## config.mk

```make
export PLATFORM = sky130hd
export DESIGN_NAME = rs232_avm_scheduler
export DESIGN_NICKNAME = d
export VERILOG_FILES = /design/src/rtl/rs232_avm_scheduler.sv
export SDC_FILE = /design/constraint.sdc
export NUM_CORES = 1
export LEC_CHECK = 0
export BUFFER_PORTS_ARGS = -buffer_cell sky130_fd_sc_hd__buf_4
export CAP_MARGIN = 15
export CORE_MARGIN = 4
export CORE_UTILIZATION = 35
export DETAILED_ROUTE_END_ITERATION = 16
export PLACE_DENSITY_LB_ADDON = 0.05
export SKIP_LAST_GASP = 1
export SYNTH_ARGS = -nofsm -noshare
export SYNTH_HDL_FRONTEND = slang
export SYNTH_SLANG_ARGS = --single-unit
```

## constraint.sdc

```tcl
create_clock -name avm_clk -period 4.2 [get_ports avm_clk]
set_input_delay 0.21 -clock avm_clk [delete_from_list [all_inputs] [get_ports avm_clk]]
set_output_delay 0.21 -clock avm_clk [all_outputs]
set_load 0.01 [all_outputs]
```

## src/rtl/rs232_avm_scheduler.sv

```systemverilog
// Avalon-MM master for the RS232 UART: polls STATUS, reads RX bytes into frames,
// writes single TX bytes, round-robin between directions. Optional: RS232_FRAME_TIMEOUT_EN.
module rs232_avm_scheduler #(
    parameter int unsigned RX_BASE        = 0,
    parameter int unsigned TX_BASE        = 4,
    parameter int unsigned STATUS_BASE    = 8,
    parameter int unsigned RX_OK_BIT      = 7,
    parameter int unsigned TX_OK_BIT      = 6,
    parameter int unsigned FRAME_BYTES    = 4,
    parameter int unsigned TIMEOUT_CYCLES = 1000000
) (
    input  logic        avm_clk,
    input  logic        avm_rst,
    output logic [4:0]  avm_address,
    output logic        avm_read,
    output logic        avm_write,
    output logic [31:0] avm_writedata,
    input  logic [31:0] avm_readdata,
    input  logic        avm_waitrequest,
    input  logic        tx_valid,
    input  logic [7:0]  tx_data,
    output logic        tx_ready,
    output logic [31:0] rx_word,
    output logic        rx_word_valid,
    output logic        frame_drop
);

    localparam logic [31:0] FRAME_MASK = (FRAME_BYTES >= 4) ? 32'hFFFF_FFFF
                                         : ((32'd1 << (8 * FRAME_BYTES)) - 32'd1);
    localparam logic [1:0]  LAST_COUNT = 2'(FRAME_BYTES - 1);

    typedef enum logic [1:0] {
        S_POLL,
        S_RX,
        S_TX
    } state_t;

    state_t      state, state_nx;
    logic        rr, rr_nx;
    logic [4:0]  addr_nx;
    logic        read_nx, write_nx;
    logic [31:0] wdata_nx;
    logic        rx_take, tx_done;
    logic        rx_ok, tx_go;
    logic        tx_full;
    logic [7:0]  tx_byte;
    logic [1:0]  count;
    logic [23:0] shift;
    logic [31:0] frame_word;
    logic        frame_last;
    logic        timeout_hit;
    logic        unused_bits;

    assign tx_ready    = ~tx_full;
    assign rx_ok       = avm_readdata[RX_OK_BIT];
    assign tx_go       = avm_readdata[TX_OK_BIT] & tx_full;
    assign frame_word  = {shift, avm_readdata[7:0]} & FRAME_MASK;
    assign frame_last  = rx_take && (count == LAST_COUNT);
    assign unused_bits = ^{avm_readdata, 32'(TIMEOUT_CYCLES)};

    // Bus signals change only on a completion cycle, so they stay put under waitrequest.
    always_comb begin
        state_nx = state;
        rr_nx    = rr;
        addr_nx  = avm_address;
        read_nx  = avm_read;
        write_nx = avm_write;
        wdata_nx = avm_writedata;
        rx_take  = 1'b0;
        tx_done  = 1'b0;
        if (!avm_waitrequest) begin
            case (state)
                S_POLL: begin
                    if (rx_ok && (!tx_go || !rr)) begin
                        state_nx = S_RX;
                        rr_nx    = 1'b1;
                    end else if (tx_go) begin
                        state_nx = S_TX;
                        rr_nx    = 1'b0;
                    end
                end
                S_RX: begin
                    rx_take  = 1'b1;
                    state_nx = S_POLL;
                end
                S_TX: begin
                    tx_done  = 1'b1;
                    state_nx = S_POLL;
                end
                default: state_nx = S_POLL;
            endcase

            case (state_nx)
                S_RX: begin
                    addr_nx  = 5'(RX_BASE);
                    read_nx  = 1'b1;
                    write_nx = 1'b0;
                    wdata_nx = '0;
                end
                S_TX: begin
                    addr_nx  = 5'(TX_BASE);
                    read_nx  = 1'b0;
                    write_nx = 1'b1;
                    wdata_nx = {24'b0, tx_byte};
                end
                default: begin
                    addr_nx  = 5'(STATUS_BASE);
                    read_nx  = 1'b1;
                    write_nx = 1'b0;
                    wdata_nx = '0;
                end
            endcase
        end
    end

    always_ff @(posedge avm_clk) begin
        if (avm_rst) begin
            state         <= S_POLL;
            rr            <= 1'b0;
            avm_address   <= 5'(STATUS_BASE);
            avm_read      <= 1'b1;
            avm_write     <= 1'b0;
            avm_writedata <= '0;
        end else begin
            state         <= state_nx;
            rr            <= rr_nx;
            avm_address   <= addr_nx;
            avm_read      <= read_nx;
            avm_write     <= write_nx;
            avm_writedata <= wdata_nx;
        end
    end

    always_ff @(posedge avm_clk) begin
        if (avm_rst) begin
            tx_full <= 1'b0;
            tx_byte <= '0;
        end else if (tx_done) begin
            tx_full <= 1'b0;
        end else if (tx_valid && !tx_full) begin
            tx_full <= 1'b1;
            tx_byte <= tx_data;
        end
    end

    always_ff @(posedge avm_clk) begin
        if (avm_rst) begin
            count         <= '0;
            shift         <= '0;
            rx_word       <= '0;
            rx_word_valid <= 1'b0;
        end else begin
            rx_word_valid <= 1'b0;
            if (rx_take) begin
                shift <= {shift[15:0], avm_readdata[7:0]};
                if (frame_last) begin
                    rx_word       <= frame_word;
                    rx_word_valid <= 1'b1;
                    count         <= '0;
                end else begin
                    count <= count + 2'd1;
                end
            end else if (timeout_hit) begin
                count <= '0;
                shift <= '0;
            end
        end
    end

`ifdef RS232_FRAME_TIMEOUT_EN
    localparam int unsigned IDLE_W = $clog2(TIMEOUT_CYCLES) + 1;

    logic [IDLE_W-1:0] idle_cnt;

    // An arriving byte takes priority over an expiring timeout.
    assign timeout_hit = !rx_take && (count != '0) &&
                         (idle_cnt == IDLE_W'(TIMEOUT_CYCLES - 1));

    always_ff @(posedge avm_clk) begin
        if (avm_rst) begin
            idle_cnt   <= '0;
            frame_drop <= 1'b0;
        end else begin
            frame_drop <= timeout_hit;
            if (rx_take || (count == '0) || timeout_hit)
                idle_cnt <= '0;
            else
                idle_cnt <= idle_cnt + 1'b1;
        end
    end
`else
    assign timeout_hit = 1'b0;
    assign frame_drop  = 1'b0;
`endif

endmodule

```

Word-level counts from Yosys, hierarchy flattened
Index checks and enable logic that the tools add are counted.
Operators by class
  add/sub/neg operators: 1
  equal/unequal tests: 5
  muxes and demuxes: 16
  bitwise operators: 5
  reductions and logical operators: 14
Operator list (count)
  2-bit two-way mux: 5
  1-bit two-way mux: 9
  8-bit two-way mux: 1
  4-bit one-hot mux with 2 select lines: 1
  2-bit == test, second input constant: 3
  2-bit by 1-bit == test with 1-bit output, second input constant: 2
  1-bit NOT: 4
  2-bit AND reduction: 2
  2-bit OR reduction: 2
  1-bit logical AND: 3
  1-bit logical NOT: 3
  3-bit AND reduction: 1
  2-bit by 1-bit adder with 2-bit output, second input constant: 1
  2-bit logical NOT: 1
  2-bit nonzero test: 1
  1-bit AND: 1
  1-bit logical OR: 1
Storage, ports and cells
  bits in registers: 110
  bits of input ports: 44
  output and inout bits: 74
  word-level logic and storage cells: 53

Logic depth before layout (Yosys ltp)
  word-level depth: 9
  depth in mapped cells: 6
  mapped depth without buffers: 5

Worst setup path before layout
No wires, ideal clock.
  path kind: reg2reg
  start: register state[0]
  end: register avm_address[3]
  setup time: 0.120 ns
  arrival: 1.444 ns
  data required time: 4.080 ns
  slack: 2.637 ns
  stages on the path, launching flop included: 6
  path buffers: 1
  path through: dfxtp_1 > buf_4 > nor4_1 > ha_1 > nor2b_1 > a211o_1
On the way
  longest elaborated chain between the ends: 6
Ends and longest elaborated chain
  start: declaration: RTL line 38  | state_t state, state_nx;
  start signal: assignment: RTL line 125  | state <= state_nx;
  2-bit two-way mux: RTL line 77  | end else if (tx_go) begin
  2-bit two-way mux: RTL line 74  | if (rx_ok && (!tx_go || !rr)) begin
  2-bit two-way mux *: RTL line 72  | case (state)
  2-bit two-way mux *: RTL line 71  | if (!avm_waitrequest) begin
  2-bit == test or 2-bit by 1-bit == test with 1-bit output (tied branches): RTL line 93  | case (state_nx)
  4-bit one-hot mux with 2 select lines *: RTL line 93
  end signal: assignment: RTL line 120  | avm_address <= 5'(STATUS_BASE);
  end signal: assignment: RTL line 127  | avm_address <= addr_nx;
  end: declaration: RTL line 14  | output logic [4:0] avm_address,
Every way passes the cells marked *; elsewhere a longest branch is shown, timed or not. The select of a mux whose other input is x is not followed.
A chain may end at the register's enable or synchronous reset.

Worst setup path in the final report
  start: register state[0]
  end: register count[0]
On the way
  longest elaborated chain between the ends: 5
Ends and longest elaborated chain
  2-bit by 1-bit == test with 1-bit output *: RTL line 72
  1-bit two-way mux *: RTL line 72
  1-bit two-way mux *: RTL line 71
  1-bit logical AND: RTL line 58  | assign frame_last = rx_take && (count == LAST_COUNT);
  2-bit two-way mux: RTL line 156  | if (frame_last) begin
  end signal: assignment: RTL line 161  | count <= count + 2'd1;
  end: declaration: RTL line 47  | logic [1:0] count;
Every way passes the cells marked *; elsewhere a longest branch is shown, timed or not.

==> qor.yml <==
postPlaceCellArea_um2: 3670
grt_max_degree: 85
path_max_fanout: 27
report.final.slew_viol_count: 0
htreeDepth: 3
r2r_cells: 3
coreArea_um2: 8850
worst_pin_slew_ns: 0.928
critPathKind: "flop to flop"
clk_latency_ns: 0.35
post-route-min-period_ns: 1.93
antenna_found_initial: 0
setup.worst_path.end_class: "flop"
grt_setup_unrepaired: "no"
avgSynthCellArea_um2: 8.40
hpwl_um: 4590
dp.cells: 533
clock-sinks: 82
cts-hold-fix-buffers: 0
ctsResizeCount: 0
final-setup-viol-count: 0
slew_headroom: 0.381
routabilityCongestion: 0.654
clk_pin_slew_worst_paths_ns: 0.08
synth_area_leader_cell: "dfxtp_1"
ant_nets: 0
design_area_um2: 3920
synth_top_area_frac: 0.507
drt-total-wl_um: 7030
die_h_um: 104
power.density_nw_per_um2: 406
static-leakage-power_nw: 1.56
peakVddDrop_mv: 0.160
maxCapViolations: 0
final_layout_size_suffix_gt1_frac: 0.197
period_share: 0.459
fin_worst_skew_ns: 0.0107
cts_tree: "yes"
grt_pass1_wl_um: 11700
rrSetupSlack_ns: 2.27
drtIter0Drc: 92
finalNonFillerCells: 549
die_w_um: 104
cts.path.max_buffers: 2
start_util: 0.366
grt_pass1_vias: 2435
synth.distinct_cells: 30
numCtsBuffers: 9
worstHoldPathCells: 3
post_drt_wl_per_cell_um: 12.8
ys_top_cells_by_area: "dfxtp_1 51%, nand2_1 14%, a21oi_1 9.1%, buf_4 6.9%, mux2i_1 5.3%"
worstHoldPathType: "input pin to flop"
die_area_um2: 10900
yosysWarnings: 0
hold_violations: 0
cts_root_buffer: "clkbuf_8"
yosysSeqAreaShare: 0.507
track_usage: 0.130
dr_total_vias: 2515
ys_ff_latch: 82
via_per_inst: 4.58
dr.pass1.iters: 4
synthesis.area_um2: 3240
rows: 34
crit_required_ns: 4.48
io_pins: 118
max_freq_ghz: 0.519
status: "finished, final reports clean"
n_antenna_cell: 0
io_buffers: 65
arrival_ns: 2.21
overflow: 0
area_growth_pct: 20.9
fin_util: 0.443
crit_path_start_kind: "flop"
fin_nets: 483
fin_tns_setup_ns: 0
post_cts_buffers: 0
postSynthCellCount: 386
drc: 0
metrics by stage:
| stage | hold WS, ns | worst slack, ns | power (mW) |
|---|---|---|---|
| after floorplan | 0.346 | 2.64 | 0.897 |
| after global placement | 0.440 | 2.30 | 0.910 |
| after detailed placement | 0.447 | 2.26 | 0.911 |
| after CTS | 0.0915 | 2.25 | 1.61 |
| after global routing | 0.110 | 2.13 | 1.66 |
| final | 0.110 | 2.27 | 1.59 |
routing by layer:
metal  part of all wire  wire, um  track usage
met1               0.49      3460        0.168
met2               0.43      3050        0.202
met3              0.054       377       0.0335
met4              0.021       145       0.0627
met5                  0         0            0
cell families (layout without fill, tap and decap cells):
logic type / count (synthesis) / after routing / synth area share
AOI/OAI and AO/OA: 65 / 65 / 0.106
adders and majority gates: 3 / 3 / 0.0116
buffers and inverters: 57 / 85 / 0.106
DFF: 82 / 82 / 0.507
muxes: 17 / 17 / 0.0525
other: 1 / 28 / 0.00116
and+or+nand+nor: 161 / 161 / 0.216
Yosys cell counts:
cell and instances:
o21bai_1 1, or3_1 1, buf_2 7, mux2i_1 17, nand3b_1 2, nor4bb_1 1
nor3_1 1, conb_1 1, dfxtp_1 82, o31ai_1 1, nor3b_2 1, clkbuf_1 18
buf_4 30, nor3b_1 2, or3b_1 1, nand4bb_1 1, o2bb2ai_1 1, nand2_1 117
ha_1 3, nor2b_1 2, buf_6 1, inv_1 1, a21oi_1 59, nor4_1 1
nand3_1 2, nand2b_1 16, a21o_1 1, nor2_1 13, o41ai_1 1, a211o_1 1
flip-flops by register name (all words and copies together) (netlist names):
| name | cells |
|---|---|
| rx_word | 32 |
| tx_full | 1 |
| avm_address | 2 |
| count | 2 |
| rx_word_valid | 1 |
| state | 2 |
| rr | 1 |
| shift | 24 |
| avm_writedata | 8 |
| avm_read | 1 |
| tx_byte | 8 |
cells in the final DEF, fill, tap and decap left out, types with 2 or more instances in the layout:
| master | netlist | final |
|---|---|---|
| a21oi_1 | 59 | 59 |
| buf_4 | 30 | 68 |
| bufinv_16 | 0 | 3 |
| clkbuf_8 | 0 | 10 |
| conb_1 | 1 | 28 |
| dfxtp_1 | 82 | 82 |
| ha_1 | 3 | 3 |
| mux2i_1 | 17 | 17 |
| nand2_1 | 117 | 117 |
| nand2b_1 | 16 | 16 |
| nand3_1 | 2 | 2 |
| nand3b_1 | 2 | 2 |
| nor2_1 | 13 | 13 |
| nor2b_1 | 2 | 2 |
| nor3b_2 | 1 | 2 |
where the power goes:
group	switching, mW	internal (mW)	total (mW)
logic	0.0558	0.0362	0.0921
clock network	0.288	0.413	0.701
registers	0.00949	0.790	0.799
path summary, 6_finish.rpt:
check	start	endpoint
max	state[0]$_SDFFE_PP0N_	count[0]$_SDFFE_PP0P_
max reg2reg	state[0]$_SDFFE_PP0N_	count[0]$_SDFFE_PP0P_
min reg2reg	rx_word[26]$_SDFFE_PP0P_	rx_word[26]$_SDFFE_PP0P_
min	avm_readdata[3]	shift[3]$_SDFFE_PP0P_
worst max-delay path: stages, from the launching register on:
cell	delay, ns
dfxtp_1	0.48
or3b_1	0.78
or3_1	0.47
a21oi_1	0.12
layout make-up:
cell class              count  area (um2)
clock buffers              10         138
clock inverters             6         113
fillers                   929        4930
inverters                   1        3.75
multi-input cells         274        1380
flip-flops and latches     82        1640
well taps                 108         135
repair buffers             68         510
Note: power is estimated with default switching activity, not from simulation.
